`config.mk`:
```
export PLATFORM = sky130hd
export DESIGN_NAME = text_buffer_ctrl
export DESIGN_NICKNAME = d
export VERILOG_FILES = /design/src/rtl/text_buffer_ctrl.sv
export SDC_FILE = /design/constraint.sdc
export NUM_CORES = 2
export LEC_CHECK = 0
export CAP_MARGIN = 10
export CORE_MARGIN = 10
export CORE_UTILIZATION = 26
export DETAILED_ROUTE_END_ITERATION = 8
export PLACE_DENSITY_LB_ADDON = 0.3
export SKIP_LAST_GASP = 1
export SLEW_MARGIN = 20
export SYNTH_ARGS = -nofsm -noshare
export SYNTH_HDL_FRONTEND = slang
export SYNTH_SLANG_ARGS = --single-unit
```
`constraint.sdc`:
```
create_clock -name pixel_clk_in -period 33.8 [get_ports pixel_clk_in]
set_clock_uncertainty 0.05 [all_clocks]
set_input_delay 6.76 -clock pixel_clk_in [delete_from_list [all_inputs] [get_ports pixel_clk_in]]
set_output_delay 6.76 -clock pixel_clk_in [all_outputs]
set_load 0.02 [all_outputs]
```
`src/rtl/text_buffer_ctrl.sv`:
```
`timescale 1ns/1ps
// Character-cell text buffer: cursor-driven writes from a command port, an independent
// registered read port for the display, and a self-clearing sequence after reset or clear.
module text_buffer_ctrl #(
    parameter int          COLS  = 32,
    parameter int          ROWS  = 16,
    parameter logic [4:0]  BLANK = 5'd31,
    localparam int         CW    = $clog2(COLS),
    localparam int         RW    = $clog2(ROWS),
    localparam int         AW    = CW + RW
) (
    input  logic          pixel_clk_in,
    input  logic          rst_in,
    input  logic [1:0]    cmd_in,
    input  logic [4:0]    char_in,
    input  logic          valid_in,
    output logic          ready_out,
    input  logic [AW-1:0] rd_addr_in,
    output logic [4:0]    rd_data_out,
    output logic [CW-1:0] cursor_col_out,
    output logic [RW-1:0] cursor_row_out,
    output logic          full_out,
    output logic          busy_out
);

    localparam int CELLS = COLS * ROWS;
    localparam logic [AW:0]   IDX_FULL  = (AW+1)'(CELLS);
    localparam logic [AW:0]   IDX_ONE   = (AW+1)'(1);
    localparam logic [AW:0]   ROW_STEP  = (AW+1)'(COLS);
    localparam logic [AW-1:0] ADDR_LAST = AW'(CELLS - 1);
    localparam logic [AW-1:0] ADDR_ONE  = AW'(1);

    typedef enum logic [1:0] {CMD_CHAR = 2'd0, CMD_BS = 2'd1, CMD_NL = 2'd2, CMD_CLR = 2'd3} cmd_t;
    typedef enum logic {S_IDLE, S_CLEAR} state_t;

    state_t        state;
    logic [AW:0]   idx;
    logic [AW:0]   idx_nxt;
    logic [AW:0]   idx_dec;
    logic [AW-1:0] clr_addr;
    logic          accept;
    logic          we;
    logic [AW-1:0] waddr;
    logic [4:0]    wdata;
    logic [4:0]    mem [CELLS];

    assign accept   = valid_in && ready_out;
    assign idx_dec  = idx - IDX_ONE;
    assign full_out = (idx == IDX_FULL);

    // The full position has no real cell; report it as the last one.
    assign cursor_col_out = full_out ? {CW{1'b1}} : idx[CW-1:0];
    assign cursor_row_out = full_out ? {RW{1'b1}} : idx[AW-1:CW];

    // NOTE: every signal driven here gets a default first so no latch is inferred.
    always_comb begin
        we      = 1'b0;
        waddr   = clr_addr;
        wdata   = BLANK;
        idx_nxt = idx;
        if (state == S_CLEAR) begin
            we = 1'b1;
        end else if (accept) begin
            case (cmd_t'(cmd_in))
                CMD_CHAR: if (!full_out) begin
                    we      = 1'b1;
                    waddr   = idx[AW-1:0];
                    wdata   = char_in;
                    idx_nxt = idx + IDX_ONE;
                end
                CMD_BS: if (idx != '0) begin
                    we      = 1'b1;
                    waddr   = idx_dec[AW-1:0];
                    idx_nxt = idx_dec;
                end
                CMD_NL:  idx_nxt = full_out ? idx : ({1'b0, idx[AW-1:CW], {CW{1'b0}}} + ROW_STEP);
                CMD_CLR: idx_nxt = '0;
                default: idx_nxt = idx;
            endcase
        end
    end

    // NOTE: sequential state uses non-blocking assignments so every register samples pre-edge values.
    always_ff @(posedge pixel_clk_in) begin
        if (rst_in) begin
            state     <= S_CLEAR;
            ready_out <= 1'b0;
            busy_out  <= 1'b1;
            clr_addr  <= '0;
            idx       <= '0;
        end else begin
            idx <= idx_nxt;
            case (state)
                S_IDLE: if (accept && cmd_t'(cmd_in) == CMD_CLR) begin
                    state     <= S_CLEAR;
                    ready_out <= 1'b0;
                    busy_out  <= 1'b1;
                    clr_addr  <= '0;
                end
                S_CLEAR: begin
                    clr_addr <= clr_addr + ADDR_ONE;
                    if (clr_addr == ADDR_LAST) begin
                        state     <= S_IDLE;
                        ready_out <= 1'b1;
                        busy_out  <= 1'b0;
                    end
                end
                default: state <= S_CLEAR;
            endcase
        end
    end

    // NOTE: the cell array has no reset; the clear sequence that follows reset blanks it.
    // A same-edge read of the cell being written returns the old contents.
    always_ff @(posedge pixel_clk_in) begin
        if (we && !rst_in) mem[waddr] <= wdata;
        rd_data_out <= rst_in ? BLANK : mem[rd_addr_in];
    end

endmodule

```
==> results <==
- By count the netlist is led by 2,560 x sky130_fd_sc_hd__edfxtp_1, 644 x sky130_fd_sc_hd__mux4_2, 561 x sky130_fd_sc_hd__nor2_1.
- The count of unique library cells instantiated by Yosys is between 70 and 80.
- The worst setup path is launched from an input pin.
- The library cell occupying the most area in the post-synthesis netlist is sky130_fd_sc_hd__edfxtp_1.
- The maximum fanout encountered on the critical timing path is 86.
- The count of buffers added on input and output ports is 35.
- The post-synthesis sequential area ratio is between 70 and 80%.
- For this run, the number of Yosys warnings is 0.
- IR analysis of the VDD net gives a maximum drop of between 40 and 50 uV.
- The critical register-to-register path startpoint is idx[1].
- The remaining antenna violation count is 0.
- CTS placed an instance of sky130_fd_sc_hd__clkbuf_16 at the clock tree root.
- For the finished layout, the period the worst path requires is approximately 13 ns.
- A synthesized cell averages about 20 um^2.
- Clock tree synthesis inserted a total of roughly 250 buffers.
- The layout overhead on the synthesized area is 14.59%.
- For the worst setup path, the data arrival time is roughly 14 ns.
- The area of the die is roughly 420,000 um^2.
- The count of placed standard cells in the final layout, fillers left out is about 11,000.
- The clock-pin slew of the registers on the worst-case setup and hold paths is approximately 0.060 ns.
- The final count of hold timing violations is 0.
- Setup violations remaining at the end of the flow were counted as 0.
- The H-tree generated during clock tree synthesis spans 4 levels.
- The die boundary height is about 650 um.
- The launch instance of the worst min-delay path is busy_out.
- The detail-routed via count per cell is roughly 4.8.
- The count of placed standard cells including taps is roughly 10,000.
- Broken down by cell family, the worst path's largest delay share belongs to buffers and inverters.
- The tightest min-delay check is of the flop to flop type.
- The final layout contains routed wiring with a total length of around 290 mm.
- The final total power is between 0.006 and 0.007 W.
- The number of cells on the worst reg-to-reg path is 9.
- In the routed design, unresolved DRC markers number 0.
- The number of core rows is 230.
- The run finished with clean final reports.
- For this design, the slowest cell found on the critical path is sky130_fd_sc_hd__buf_4.
- The kind of capture point of the worst setup path is a flop.
- The worst hold margin is 0.4392 ns.
- The initial utilization of the core area, before any placement, comes to approximately a quarter.
- In this run the static leakage power is ~42 nW.
- The first global-routing pass estimated around 410 mm of wire.
- The tool flagged a number of max-cap violations equal to 0.
- The synthesized netlist occupies a cell area of around 100,000 um^2.
- The number of nets in the final layout is 5,143.
- In this run the post-CTS setup repair buffer count came out at 0.
- Gates resized during post-CTS repair numbered 0.
- Among all cell types in the netlist, the one instantiated most often is sky130_fd_sc_hd__edfxtp_1.
- The largest incremental delay on the critical path is 0.76 ns.
- The critical path runs through a total of 12 cells.
- Headroom to the max-slew limit came out at between 10% and 20%.
- The register bit total from synthesis is around 2,600.
- The number of buffers inserted by hold repair at cts is 0.
- The most frequent cell on the critical path is sky130_fd_sc_hd__buf_4.
- The category of the critical setup timing path is input pin to flop.
- The leftover overflow at the end of global routing is 0.
- The detailed-route wire length per cell is 27.13 um.
- The boundary pin count is 36.
- The end-of-flow core utilization is 29.87%.
- The number of global-route vias before repair is between 50,000 and 60,000.
- Setup repair after global routing left no endpoint under its margin.
- The number of buffers and inverters on the critical path is 6.
- For the pin with the worst max-slew slack, the measured transition is 1.298 ns.
- Based on the critical path, the design can be clocked at up to roughly 80 MHz.
- From left edge to right edge, the die measures between 600 and 700 um.
- TritonCTS built the clock tree.
- The number of antenna violations at the first check in global routing is 9.
- The final max-slew violation count is 0.
- The post-route netlist has 22.38% of its cells at a drive strength greater than 1.
- The buffer levels on the longest clock path is 4.
- In the synthesized netlist the async set-or-reset flop fraction comes to 0%.
- The via count is around 50,000.
- The clock reaches the later pin of the worst-skew pair after 0.92 ns.
- At the end of routability-driven placement, the weighted congestion stood at between 0.7 and 0.8.
- Synthesis produced a netlist whose cell count is about 5,000.
- The number of instances on the worst hold path is 2.
- The area share of the largest cell type after synthesis is between 70% and 80%.
- The number of enable flip-flop cells after synthesis is 2,560.
- In this run the power density over the cells is roughly 55 nW/um^2.
- The first detailed-routing pass took 7 iterations.
- The number of DRC markers after the initial detailed-route iteration is 5,045.
- The HPWL after detailed placement is between 150 and 200 mm.
- In the post-synthesis netlist, the biggest area contributors are sky130_fd_sc_hd__edfxtp_1 75%, sky130_fd_sc_hd__mux4_2 14%, sky130_fd_sc_hd__nor2_1 2.1%, sky130_fd_sc_hd__mux2i_1 1.7%, sky130_fd_sc_hd__clkbuf_1 0.68%.
- The signal on the critical path passes through buf_8 -> buf_4 -> buf_12 -> buf_4 -> buf_4 -> buf_4 -> mux4_2 -> mux4_2 -> mux2i_1 -> o21ai_0 -> nand4_1 -> o211ai_1.
- The maximum number of pins on one net before global-route repair is 214.
- The total track usage is between 10% and 20%.
- The worst path required time is 34.51 ns.
- The start point of the critical path is rd_addr_in[0].
- The net count after synthesis is 5,074.
- The area of the core is 392,000 um^2.
- The number of clock sinks is 2,587.
- The summed negative setup slack over all endpoints is 0 ns.
- Dividing the final minimum period by the clock period gives 37.85%.
- The most used flip-flop cell after synthesis is sky130_fd_sc_hd__edfxtp_1.
==> metal layers <==
| layer | GRT usage [%] | vias up | routed length (um) |
|---|---|---|---|
| li1 | - | 21056 | - |
| met3 | 2.178 | 413 | 17720 |
| met4 | 4.320 | 2 | 9884 |
| met1 | 17.82 | 27730 | 119800 |
| met2 | 21.86 | 1736 | 138700 |
| met5 | 0 | - | 13 |
==> registers in the layout, summed over array words and instances, names as in the netlist <==
| name | flops |
|---|---|
| mem | 2560 |
| idx | 10 |
| clr_addr | 9 |
| rd_data_out | 5 |
| busy_out | 1 |
| ready_out | 1 |
| state | 1 |
==> worst min-delay path, cell delays in order (launching register included) <==
cell and delay, ns:
sky130_fd_sc_hd__dfxtp_1 0.33, sky130_fd_sc_hd__o21ai_0 0.07, sky130_fd_sc_hd__nand2_1 0.05
==> placed cells by master, fill, tap and decap left out, types with 10 or more instances in the layout <==
cell type	count
sky130_fd_sc_hd__o211ai_1	10
sky130_fd_sc_hd__nand2_1	99
sky130_fd_sc_hd__and3_1	10
sky130_fd_sc_hd__o221ai_1	54
sky130_fd_sc_hd__clkbuf_1	35
sky130_fd_sc_hd__edfxtp_1	2560
sky130_fd_sc_hd__mux2i_1	174
sky130_fd_sc_hd__mux4_2	644
sky130_fd_sc_hd__o22ai_1	41
sky130_fd_sc_hd__a22o_1	26
sky130_fd_sc_hd__buf_4	110
sky130_fd_sc_hd__a211oi_1	47
sky130_fd_sc_hd__buf_12	11
sky130_fd_sc_hd__nor3_1	18
sky130_fd_sc_hd__a221oi_1	15
sky130_fd_sc_hd__clkinvlp_4	16
sky130_fd_sc_hd__nand4_1	33
sky130_fd_sc_hd__clkbuf_16	253
sky130_fd_sc_hd__clkinv_2	48
sky130_fd_sc_hd__clkdlybuf4s50_1	28
sky130_fd_sc_hd__o21ai_0	29
sky130_fd_sc_hd__a21oi_1	51
sky130_fd_sc_hd__inv_1	14
sky130_fd_sc_hd__nand3_1	38
sky130_fd_sc_hd__nor2b_1	27
sky130_fd_sc_hd__a22oi_1	39
sky130_fd_sc_hd__dfxtp_1	27
sky130_fd_sc_hd__bufinv_16	34
sky130_fd_sc_hd__clkinv_1	56
sky130_fd_sc_hd__nor2_1	555
==> through the flow <==
| stage | cell area (um^2) | setup slack, ns |
|---|---|---|
| 2_1_floorplan | 102200 | 18.36 |
| 3_3_place_gp | 108800 | 19.78 |
| 3_5_place_dp | 108800 | 19.80 |
| 4_1_cts | 117000 | 20.79 |
| 5_1_grt | 117100 | 20.41 |
| 6_report | 117100 | 21.01 |
==> area by class of cell <==
| type | count | area (um^2) |
|---|---|---|
| Tap cell | 5220 | 6531 |
| Fill cell | 38092 | 274900 |
| Clock buffer | 288 | 6462 |
| Timing Repair Buffer | 159 | 1441 |
| Clock inverter | 166 | 1730 |
| Inverter | 17 | 68.82 |
| Multi-Input combinational cell | 2104 | 23420 |
| Sequential cell | 2587 | 77410 |
| Antenna cell | 4 | 10.01 |
==> report_power, final <==
part / switching [W] / internal, W / total, W / leakage (nW)
Clock: 0.00122 / 0.00162 / 0.00284 / 3.98
Combinational: 0.000125 / 0.0000581 / 0.000183 / 7.56
Sequential: 0.00000259 / 0.00347 / 0.00347 / 30.1
Total: 0.00134 / 0.00515 / 0.00649 / 41.6
==> path summary, 6_finish.rpt <==
check	end	slack, ns
setup / recovery	rd_data_out[2]	21.01
hold / removal	busy_out	0.44
setup reg to reg	mem[46][2]	27.47
hold reg to reg	busy_out	0.44
==> cell families after synthesis <==
group | share of synthesized area (%)
flops | 75.77
simple gates | 3.586
mux | 16.00
compound gates | 3.005
buf+inv | 1.495
xor+xnor | 0.06858
fa+ha+maj | 0.07348
Note: power is estimated with default switching activity, not from simulation.
